File: config.mk
export PLATFORM = sky130hd
export DESIGN_NAME = seg_capture
export DESIGN_NICKNAME = d
export VERILOG_FILES = /design/src/rtl/seg_capture_pkg.sv /design/src/rtl/seg_pattern_match.sv /design/src/rtl/seg_capture.sv
export SDC_FILE = /design/constraint.sdc
export NUM_CORES = 1
export LEC_CHECK = 0
export ABC_AREA = 1
export BUFFER_PORTS_ARGS = -buffer_cell sky130_fd_sc_hd__buf_2
export CORE_MARGIN = 3
export CORE_UTILIZATION = 40
export CTS_CLUSTER_DIAMETER = 60
export DETAILED_ROUTE_END_ITERATION = 10
export PLACE_DENSITY = 0.61
export SLEW_MARGIN = 20
export SYNTH_ARGS = -nofsm -noshare
export SYNTH_HDL_FRONTEND = slang
export SYNTH_HIERARCHICAL = 1
export SYNTH_SLANG_ARGS = --single-unit
File: constraint.sdc
create_clock -name clk -period 2.5 [get_ports clk]
set_input_delay 0.25 -clock clk [delete_from_list [all_inputs] [get_ports clk]]
set_output_delay 0.25 -clock clk [all_outputs]
set_load 0.005 [all_outputs]
File: src/rtl/seg_capture_pkg.sv
// Shared 7-segment glyph table (active-high, bit0=a .. bit6=g) used by both the
// display encoder and this capture path, so the two tables cannot drift apart.
package seg_capture_pkg;

  typedef logic [6:0] seg_t;

  localparam seg_t SEG_HEX_0 = 7'h3F;
  localparam seg_t SEG_HEX_1 = 7'h06;
  localparam seg_t SEG_HEX_2 = 7'h5B;
  localparam seg_t SEG_HEX_3 = 7'h4F;
  localparam seg_t SEG_HEX_4 = 7'h66;
  localparam seg_t SEG_HEX_5 = 7'h6D;
  localparam seg_t SEG_HEX_6 = 7'h7D;
  localparam seg_t SEG_HEX_7 = 7'h07;
  localparam seg_t SEG_HEX_8 = 7'h7F;
  localparam seg_t SEG_HEX_9 = 7'h6F;
  localparam seg_t SEG_HEX_A = 7'h77;
  localparam seg_t SEG_HEX_B = 7'h7C;
  localparam seg_t SEG_HEX_C = 7'h39;
  localparam seg_t SEG_HEX_D = 7'h5E;
  localparam seg_t SEG_HEX_E = 7'h79;
  localparam seg_t SEG_HEX_F = 7'h71;
  localparam seg_t SEG_BLANK = 7'h00;

endpackage

File: src/rtl/seg_pattern_match.sv
// Combinational inverse of the hex display encoder: active-high segment pattern
// to nibble, with hit low for any pattern that is not one of the 16 glyphs.
module seg_pattern_match
  import seg_capture_pkg::*;
(
  input  logic [6:0] pattern,
  output logic [3:0] nibble,
  output logic       hit
);

  always_comb begin
    nibble = 4'h0;
    hit    = 1'b1;
    case (pattern)
      SEG_HEX_0: nibble = 4'h0;
      SEG_HEX_1: nibble = 4'h1;
      SEG_HEX_2: nibble = 4'h2;
      SEG_HEX_3: nibble = 4'h3;
      SEG_HEX_4: nibble = 4'h4;
      SEG_HEX_5: nibble = 4'h5;
      SEG_HEX_6: nibble = 4'h6;
      SEG_HEX_7: nibble = 4'h7;
      SEG_HEX_8: nibble = 4'h8;
      SEG_HEX_9: nibble = 4'h9;
      SEG_HEX_A: nibble = 4'hA;
      SEG_HEX_B: nibble = 4'hB;
      SEG_HEX_C: nibble = 4'hC;
      SEG_HEX_D: nibble = 4'hD;
      SEG_HEX_E: nibble = 4'hE;
      SEG_HEX_F: nibble = 4'hF;
      default: begin
        nibble = 4'h0;
        hit    = 1'b0;
      end
    endcase
  end

endmodule

File: src/rtl/seg_capture.sv
// Recovers the hex digits shown on a multiplexed active-low 7-seg bus and emits
// one frame (all digits) per valid pulse, flagging unrecognised glyphs.
module seg_capture
  import seg_capture_pkg::*;
#(
  parameter int NUM_DIGITS = 2,
  parameter int SETTLE     = 4
)(
  input  logic                    clk,
  input  logic                    rst,
  input  logic [6:0]              seg,
  input  logic [NUM_DIGITS-1:0]   dig_sel,
  output logic [4*NUM_DIGITS-1:0] value,
  output logic                    valid,
  output logic                    frame_err
);

  localparam int             CNT_W     = $clog2(SETTLE + 1);
  localparam logic [CNT_W-1:0] CNT_MAX   = CNT_W'(SETTLE);
  localparam logic [CNT_W-1:0] SAMPLE_AT = CNT_W'(SETTLE - 2);

  logic [6:0]              seg_p0, seg_p1;
  logic [NUM_DIGITS-1:0]   sel_p0, sel_p1;
  logic [CNT_W-1:0]        cnt, cnt_nxt;
  logic [NUM_DIGITS-1:0]   lit, mask, mask_nxt, bad, bad_nxt;
  logic [4*NUM_DIGITS-1:0] shadow;
  logic                    onehot, changed, sample, frame_done;
  logic [3:0]              nib;
  logic                    hit;

  function automatic logic exactly_one(input logic [NUM_DIGITS-1:0] v);
    int n;
    n = 0;
    for (int i = 0; i < NUM_DIGITS; i++) n += int'(v[i]);
    return (n == 1);
  endfunction

  // Stage p0: input registers; p1 holds the previous cycle for change detection
  always_ff @(posedge clk) begin
    if (rst) begin
      seg_p0 <= ~SEG_BLANK;
      sel_p0 <= '1;
      seg_p1 <= ~SEG_BLANK;
      sel_p1 <= '1;
    end else begin
      seg_p0 <= seg;
      sel_p0 <= dig_sel;
      seg_p1 <= seg_p0;
      sel_p1 <= sel_p0;
    end
  end

  seg_pattern_match u_match (
    .pattern (~seg_p0),
    .nibble  (nib),
    .hit     (hit)
  );

  assign lit        = ~sel_p0;
  assign onehot     = exactly_one(lit);
  assign changed    = (seg_p0 != seg_p1) || (sel_p0 != sel_p1);
  // Sampling on the SETTLE-2 -> SETTLE-1 step fires once; a saturated count never re-samples.
  assign sample     = onehot && !changed && (cnt == SAMPLE_AT);
  assign frame_done = &mask;

  always_comb begin
    cnt_nxt = cnt;
    if (!onehot || changed) begin
      cnt_nxt = '0;
    end else if (cnt != CNT_MAX) begin
      cnt_nxt = cnt + CNT_W'(1);
    end
  end

  // Frame completion clears first so a coincident sample opens the next frame.
  always_comb begin
    mask_nxt = frame_done ? '0 : mask;
    bad_nxt  = frame_done ? '0 : bad;
    if (sample) begin
      mask_nxt = mask_nxt | lit;
      bad_nxt  = (bad_nxt & ~lit) | (hit ? '0 : lit);
    end
  end

  // Stage p1: stability counter, shadow/mask/bad, frame output
  always_ff @(posedge clk) begin
    if (rst) begin
      cnt       <= '0;
      mask      <= '0;
      bad       <= '0;
      shadow    <= '0;
      value     <= '0;
      valid     <= 1'b0;
      frame_err <= 1'b0;
    end else begin
      cnt   <= cnt_nxt;
      mask  <= mask_nxt;
      bad   <= bad_nxt;
      valid <= frame_done;
      for (int d = 0; d < NUM_DIGITS; d++) begin
        if (sample && lit[d]) shadow[4*d +: 4] <= nib;
      end
      if (frame_done) begin
        value     <= shadow;
        frame_err <= |bad;
      end
    end
  end

endmodule

==> results of run 1 <==
==> critical path: stages (launching register included) <==
cell	delay, ps
sky130_fd_sc_hd__dfxtp_1	380
sky130_fd_sc_hd__inv_1	120
sky130_fd_sc_hd__nand2_2	100
sky130_fd_sc_hd__inv_1	70
sky130_fd_sc_hd__nand2_2	90
sky130_fd_sc_hd__nor2_1	60
sky130_fd_sc_hd__nor2_1	120
sky130_fd_sc_hd__nand2_1	60
sky130_fd_sc_hd__nor2_1	100
sky130_fd_sc_hd__nand2_1	70
sky130_fd_sc_hd__o21ai_0	150
sky130_fd_sc_hd__nand3_1	100
sky130_fd_sc_hd__a21oi_1	150
==> state kept, by name, summed over array words and instances, names as in the netlist <==
signal,count
value,8
sel_p1,2
valid,1
cnt,3
frame_err,1
bad,2
shadow,8
sel_p0,2
mask,2
seg_p1,7
seg_p0,7
==> cell usage in the layout (no fill, tap or decap) <==
master                       Yosys  routed
sky130_fd_sc_hd__buf_4           0       2
sky130_fd_sc_hd__nand4_1         9       9
sky130_fd_sc_hd__nor2_2          4       4
sky130_fd_sc_hd__xor2_1          2       2
sky130_fd_sc_hd__o21ai_0        12      12
sky130_fd_sc_hd__nand2_1        88      88
sky130_fd_sc_hd__nand3_2         2       2
sky130_fd_sc_hd__nor2_4          1       1
sky130_fd_sc_hd__nand3b_1        1       1
sky130_fd_sc_hd__buf_2           2      20
sky130_fd_sc_hd__nor3_1          2       2
sky130_fd_sc_hd__clkbuf_8        0       5
sky130_fd_sc_hd__dfxtp_1        43      43
sky130_fd_sc_hd__nor2_1         53      53
sky130_fd_sc_hd__inv_2           5       5
sky130_fd_sc_hd__nand2_2         5       5
sky130_fd_sc_hd__nand4_2         2       2
sky130_fd_sc_hd__a21oi_1        17      17
sky130_fd_sc_hd__clkinvlp_4      0       1
sky130_fd_sc_hd__ha_1            3       3
sky130_fd_sc_hd__nand3_1        10      10
sky130_fd_sc_hd__xnor2_1         2       2
sky130_fd_sc_hd__clkinv_1        1       1
sky130_fd_sc_hd__nor3_2          1       1
sky130_fd_sc_hd__o21ai_1         1       1
sky130_fd_sc_hd__a31oi_1         1       1
sky130_fd_sc_hd__or2_2          10      10
sky130_fd_sc_hd__inv_1          53      53
sky130_fd_sc_hd__and2_1          1       1
sky130_fd_sc_hd__clkinv_2        1       1
==> final timing paths <==
check / to / depth (start not counted) / slack (ps)
worst max register to register: bad[1] / 12 / 870
worst min-delay path: seg_p0[3] / 2 / 140
worst max-delay path: bad[1] / 12 / 870
worst min register to register: value[7] / 2 / 460
==> kinds of logic (layout without fill, tap and decap cells) <==
logic type	Yosys count	in the layout
and+or+nand+nor	189	189
adders and majority gates	3	3
AOI/OAI and AO/OA	31	31
xor gates and xnor gates	4	4
DFF	43	43
buffers and inverters	67	88
==> stage by stage <==
step                power, mW  instances  cell area [sq um]  utilization (%)
finish                   1.22        428               2440             46.9
global route             1.29        428               2440             46.9
CTS                      1.25        428               2440             46.9
detailed placement      0.832        422               2360             45.4
global placement        0.831        422               2360             45.4
floorplan               0.804        337               2200                -
==> cell type report <==
| class | count | area [sq um] | share of cell area (%) |
|---|---|---|---|
| clock buffers | 5 | 68.8 | 2.82 |
| clock inverters | 1 | 7.51 | 0.308 |
| inverters | 60 | 226 | 9.28 |
| multi-input cells | 227 | 1070 | 44.0 |
| flip-flops and latches | 43 | 861 | 35.3 |
| well taps | 70 | 87.6 | 3.59 |
| repair buffers | 22 | 115 | 4.72 |
==> layer usage <==
layer	wire, um	vias up	GRT usage [%]
met4	85	0	5.24
met3	228	8	3.36
met2	1880	46	24.3
met5	0	-	0
li1	-	1065	-
met1	2090	821	19.4
==> power by group <==
group	leakage, nW	switching, mW	internal [mW]
registers	0.351	0.00988	0.698
clock network	0.0361	0.224	0.185
logic	0.844	0.0699	0.0371
total	1.23	0.303	0.921
==> impl_summary.log, run 1 <==
[metrics] maximum number of buffers from clock root to sink: 2
[metrics] number of optimization iterations in the first detailed-route pass: 5
[metrics] portion of synthesized cell area occupied by the leading cell type: 39.2%
[metrics] maximum clock skew at final layout: 3.89 ps
[metrics] share of the synthesized netlist area taken by xor and xnor gates: 1.59%
[metrics] per-cell routed wire length: 10.0 um
[metrics] pre-CTS worst setup slack: 900 ps
[metrics] cell with the most instances after synthesis: sky130_fd_sc_hd__nand2_1
[metrics] compound-cell area share of the yosys netlist: 7.12%
[metrics] setup repair after global routing missed its margin: no
[metrics] initial antenna violation count: 0
[metrics] kind of path behind the tightest hold check: in -> reg
[metrics] most area-consuming cells after synthesis: sky130_fd_sc_hd__dfxtp_1, sky130_fd_sc_hd__nand2_1, sky130_fd_sc_hd__inv_1
[metrics] pin count of the biggest net entering global routing: 21
[metrics] Initial Utilization: 42.2%
[metrics] GP Congestion: 0.953
[metrics] number of synthesized register bits: 43
[metrics] post-synthesis net count: 351
[metrics] first-pass GRT wire length: 7.64 mm
[metrics] final period demand of the worst path: 1630 ps
[metrics] maximum resistive drop on vdd: 0.263 mV
[metrics] count of inserted antenna diode cells: 0
[metrics] setup ws final: 866 ps
[metrics] clk root buf: sky130_fd_sc_hd__clkbuf_8
[metrics] number of DRC markers in iteration 0: 102
[metrics] Final Hold Vio Count: 0
[metrics] simple-gate portion of the synthesized area: 38.4%
[metrics] dominant combinational cell family by area after synthesis: simple AND/OR/NAND/NOR gates
[metrics] area share of fa/ha/maj cells after synthesis: 1.71%
[metrics] highest fanout seen on the critical path: 6
[metrics] antenna-violating nets left: 0
[metrics] number of nets in the layout: 373
[metrics] power density over the cells: 502 mW/mm^2
[metrics] number of I/O pins: 21
[metrics] kind of critical path: reg -> reg
[metrics] Post-Synthesis Cell Area: 0.00220 sq mm
[metrics] worst skew pair latency: 290 ps
[metrics] Num Clock Sinks: 43
[metrics] TNS Setup: 0 ps
[metrics] die width: 80.1 um
[metrics] max-slew violation total from the final report: 0
[metrics] via density per instance: 4.53
[metrics] Routed WL: 4.28 mm
[metrics] FMAX: 0.612 GHz
[metrics] transition time at the pin with the least slew margin: 476 ps
[metrics] number of global-route vias before repair: 1,807
[metrics] reg2reg start: seg_p0[2]
[metrics] cell type with the largest total area after synthesis: sky130_fd_sc_hd__dfxtp_1
[metrics] Hold Worst Slack: 135 ps
[metrics] CORE AREA: 0.00520 sq mm
[metrics] number of remaining DRC errors: 0
[metrics] H-tree depth reported by CTS: 2
[metrics] layout cells sized above 1: 16.5%
[metrics] area growth from synthesis to layout: 11.0%
[metrics] number of maximum-capacitance constraint violations: 0
[metrics] multiplexer share of the synthesized area: 0%
[metrics] worst endpoint data arrival time: 1860 ps
[metrics] HPWL Detailed: 3.21 mm
[metrics] area enclosed by the die boundary: 0.00642 sq mm
[metrics] startpoint of the tightest hold check path: seg[3]
[metrics] number of rows in the core area: 26
[metrics] total setup buffers inserted after CTS: 0
[metrics] CTS clk-pin slew, worst paths: 70 ps
[metrics] CP startpoint kind: register
[metrics] count of flip-flops with a built-in enable after synthesis: 0
[metrics] clock tree from TritonCTS: built
[metrics] run status: finished clean
[metrics] detailed-route via count: 1,940
[metrics] most used flip-flop cell after synthesis: sky130_fd_sc_hd__dfxtp_1
[metrics] cts bufs inserted: 5
[metrics] number of port buffers: 20
[metrics] final critical-path share of the clock period: 65.4%
[metrics] number of cells produced by synthesis: 337
[metrics] leakage power: 1.23 nW
[metrics] Critical Path RT: 2730 ps
[metrics] share of flip-flops with an asynchronous set or reset: 0%
[metrics] count of filler cells inserted in the layout: 542
[metrics] grt total ovfl: 0
[metrics] Resize count post-CTS: 0
[metrics] number of hold buffers added after CTS: 0
[metrics] sequential share of the synthesized area: 39.2%
[metrics] aggregate global-route resource usage: 14.9%
[metrics] total of warnings raised by yosys: 6
[metrics] most used standard cells in the synthesized netlist: sky130_fd_sc_hd__nand2_1, sky130_fd_sc_hd__inv_1, sky130_fd_sc_hd__nor2_1
[metrics] Mapped Avg Cell Area: 6.52 sq um
[metrics] Worst slew margin: 68.3%
[metrics] count of different cell masters after synthesis: 29
[metrics] worst setup path startpoint: seg_p0[2]
[metrics] Die Height: 80.1 um
[metrics] crit path capture type: register
[metrics] Final Setup Violations: 0
Note: power is estimated with default switching activity, not from simulation.
==> run 2, diff against run 1 <==
--- a/config.mk
+++ b/config.mk
@@ -11,7 +11,7 @@
 export CORE_UTILIZATION = 40
 export CTS_CLUSTER_DIAMETER = 60
 export DETAILED_ROUTE_END_ITERATION = 10
-export PLACE_DENSITY = 0.61
+export PLACE_DENSITY = 0.63
 export SLEW_MARGIN = 20
 export SYNTH_ARGS = -nofsm -noshare
 export SYNTH_HDL_FRONTEND = slang
==> constraint.sdc (replaced) <==
create_clock -name clk -period 1.5 [get_ports clk]
set_input_delay 0.15 -clock clk [delete_from_list [all_inputs] [get_ports clk]]
set_output_delay 0.15 -clock clk [all_outputs]
set_load 0.005 [all_outputs]
==> run 2 against run 1 <==
Cell count increased by 2.8%. Utilization increased by 5.8 points. Routed wire length increased by 9.6%. Global-route usage increased by 0.40 points. Setup slack got worse by 830 ps. Die area unchanged. Clock power increased by 110%.
==> impl_summary.log, run 2 (synthesis results as in run 1) <==
[metrics] run status: finished clean
[metrics] final critical-path share of the clock period: 97.8% (+32 points)
[metrics] switching power: 549 uW (+81%)
[metrics] highest fanout seen on the critical path: 7 (+1)
[metrics] final period demand of the worst path: 1470 ps (-167 ps)
[metrics] number of maximum-capacitance constraint violations: 0 (unchanged)
[metrics] worst reg2reg endpoint: bad[1]
[metrics] Worst slew margin: 81.6% (+13 points)
[metrics] Initial Utilization: 42.2% (unchanged)
[metrics] clk root buf: sky130_fd_sc_hd__clkbuf_8
[metrics] count of inserted antenna diode cells: 0 (unchanged)
[metrics] end of the critical path: bad[1]
[metrics] CORE AREA: 0.00520 sq mm (unchanged)
[metrics] number of DRC markers in iteration 0: 69 (-32%)
[metrics] area enclosed by the die boundary: 0.00642 sq mm (unchanged)
[metrics] number of remaining DRC errors: 0 (unchanged)
[metrics] H-tree depth reported by CTS: 2 (unchanged)
[metrics] Reg power frac: 51.8% (-6.0 points)
[metrics] register area: 875 sq um (+1.6%)
[metrics] via density per instance: 4.68 (+3.1%)
[metrics] HPWL Detailed: 3.22 mm (+0.39%)
[metrics] Final Setup Violations: 0 (unchanged)
[metrics] grt total ovfl: 0 (unchanged)
[metrics] area occupied by multi-input gates: 0.00123 sq mm (+14%)
[metrics] TNS Setup: 0 ps (unchanged)
[metrics] first-pass GRT wire length: 7.84 mm (+2.6%)
[metrics] routed length on met2: 2.25 mm (+20%)
[metrics] R2R Setup Slk: 30 ps (-830 ps)
[metrics] slowest CP cell: sky130_fd_sc_hd__dfxtp_2
[metrics] CTS clk-pin slew, worst paths: 70 ps (about the same)
[metrics] FMAX: 0.682 GHz (+11%)
[metrics] met3 layer wire length in the routed design: 213 um (-6.6%)
[metrics] initial antenna violation count: 0 (unchanged)
[metrics] setup repair after global routing missed its margin: yes
[metrics] area growth from synthesis to layout: 24.7%
[metrics] number of I/O pins: 21 (unchanged)
[metrics] delay of the slowest critical-path stage: 360 ps (-20 ps)
[metrics] number of nets in the layout: 384 (+2.9%)
[metrics] Critical Path RT: 1730 ps (-1000 ps)
[metrics] leakage power: 1.33 nW (+8.4%)
[metrics] sw frac: 24.0% (-0.82 points)
[metrics] worst skew pair latency: 300 ps (about the same)
[metrics] max-slew violation total from the final report: 0 (unchanged)
[metrics] number of rows in the core area: 26 (unchanged)
[metrics] worst setup path startpoint: seg_p0[5]
[metrics] number of global-route vias before repair: 1,908 (+5.6%)
[metrics] die width: 80.1 um (unchanged)
[metrics] clock tree from TritonCTS: built
[metrics] Cell Int Power: 1.74 mW (+89%)
[metrics] maximum clock skew at final layout: 10.2 ps (+6.32 ps)
[metrics] registers with the most flip-flops: shadow: 8 flops, value: 8 flops
[metrics] number of placed instances, taps included: 427 (+1.2%)
[metrics] highest-count cells in the layout ignoring fill and taps: sky130_fd_sc_hd__nand2_1, sky130_fd_sc_hd__inv_1, sky130_fd_sc_hd__nor2_1, sky130_fd_sc_hd__dfxtp_1, sky130_fd_sc_hd__buf_2
[metrics] number of cells traversed by the worst register-to-register path: 10 (-2)
[metrics] maximum number of buffers from clock root to sink: 2 (unchanged)
[metrics] transition time at the pin with the least slew margin: 276 ps (-200 ps)
[metrics] Final Hold Vio Count: 0 (unchanged)
[metrics] pin count of the biggest net entering global routing: 28 (+33%)
[metrics] share of power burned in the clock network: 37.6% (+4.2 points)
[metrics] number of port buffers: 20 (unchanged)
[metrics] Routed WL: 4.69 mm (+9.6%)
[metrics] CP startpoint kind: register
[metrics] aggregate global-route resource usage: 15.3% (+0.40 points)
[metrics] highest metal layer with signal wires: met4
[metrics] cts bufs inserted: 5 (unchanged)
[metrics] share of total power in combinational logic: 10.6% (+1.9 points)
[metrics] Crit path max-delay family: simple AND/OR/NAND/NOR gates
[metrics] leading cell type in the layout, fill and taps excluded: sky130_fd_sc_hd__nand2_1
[metrics] power density over the cells: 836 mW/mm^2 (+67%)
[metrics] GP Congestion: 0.821 (-14%)
[metrics] number of optimization iterations in the first detailed-route pass: 4 (-1)
[metrics] worst endpoint data arrival time: 1700 ps (-160 ps)
[metrics] layout cells sized above 1: 34.6% (+18 points)
[metrics] detailed-route via count: 2,057 (+6.0%)
[metrics] Num Clock Sinks: 43 (unchanged)
[metrics] cell chain of the critical path: clkinv_4, nand3_4, nor2_2, nor2_1, nand2_1, nor2_2, nand2_1, o21ai_1, nand3_1, a21oi_1
[metrics] reg2reg start: seg_p0[5]
[metrics] antenna-violating nets left: 0 (unchanged)
[metrics] met1 routed wirelength after detailed routing: 2.08 mm (-0.24%)
[metrics] Die Height: 80.1 um (unchanged)
[metrics] number of cells on the critical path: 10 (-2)
[metrics] number of hold buffers added after CTS: 0 (unchanged)
[metrics] number of standard cells in the layout, taps in and fillers out: 440 (+2.8%)
[metrics] kind of path behind the tightest hold check: in -> reg
[metrics] count of filler cells inserted in the layout: 515 (-5.0%)
[metrics] maximum resistive drop on vdd: 0.527 mV (+100%)
[metrics] per-cell routed wire length: 10.7 um (+6.6%)
[metrics] buffering stage count on the worst path with inverters included: 1 (-1)
[metrics] crit path capture type: register
[metrics] kind of critical path: reg -> reg
## run 2: changes by cell type in the layout (fill, tap and decap cells not counted), moves of 5 or more
cell                      previous run  this run
sky130_fd_sc_hd__buf_4               2        12
sky130_fd_sc_hd__nand2_2             5        13
sky130_fd_sc_hd__inv_1              53        38
sky130_fd_sc_hd__nor2_2              4        18
sky130_fd_sc_hd__dfxtp_1            43        34
sky130_fd_sc_hd__inv_2               5        10
sky130_fd_sc_hd__nand2_1            88        76
sky130_fd_sc_hd__dfxtp_2             0         8
sky130_fd_sc_hd__nor2_1             53        37
sky130_fd_sc_hd__inv_4               0         9
## run 2: how the worst min path moves through the flow
stage,from,endpoint,cells past startpoint
6_report,dig_sel[1],sel_p0[1],2
5_1_grt,seg[2],seg_p0[2],2
4_1_cts,seg[3],seg_p0[3],2
3_5_place_dp,seg[3],seg_p0[3],2
3_3_place_gp,seg[4],seg_p0[4],2
2_1_floorplan,seg[0],seg_p0[0],1
## run 2: per-stage QoR
stage          power [mW]  worst slack, ps  hold slack, ps  cell area (sq um)  util (%)
2_1_floorplan        1.34             85.3             254               2200         -
3_3_place_gp         1.39            -78.5             332               2400      46.1
3_5_place_dp         1.39             -103             336               2400      46.1
4_1_cts              2.26            -9.27            23.7               2520      48.3
5_1_grt              2.40             -153            25.4               2740      52.6
6_report             2.29             32.8            32.9               2740      52.6
## run 2: what timing repair did
item	in CTS	in global routing
setup buffers	0	5
gates cloned	0	1
setup endpoints to repair	5	15
gates resized for setup	10	73
pin swaps	0	27
## run 2: cell type report
type | instances | area share [%]
Clock inverter | 1 | 1.10
Clock buffer | 6 | 2.65
Timing Repair Buffer | 32 | 6.94
Inverter | 60 | 9.41
Multi-Input combinational cell | 228 | 44.8
Sequential cell | 43 | 31.9
Tap cell | 70 | 3.20
## run 2: power by group through the flow
stage	combinational, mW	sequential [mW]	clock, mW
floorplan	0.136	1.20	0
global placement	0.186	1.21	0
detailed placement	0.188	1.21	0
CTS	0.192	1.18	0.892
global route	0.273	1.19	0.937
finish	0.243	1.19	0.862
## run 2: metal layers
layer	GRT usage (%)	up-vias
met3	4.37	15
met2	25.7	35
met4	5.41	0
li1	-	1093
met5	0	-
met1	18.6	914
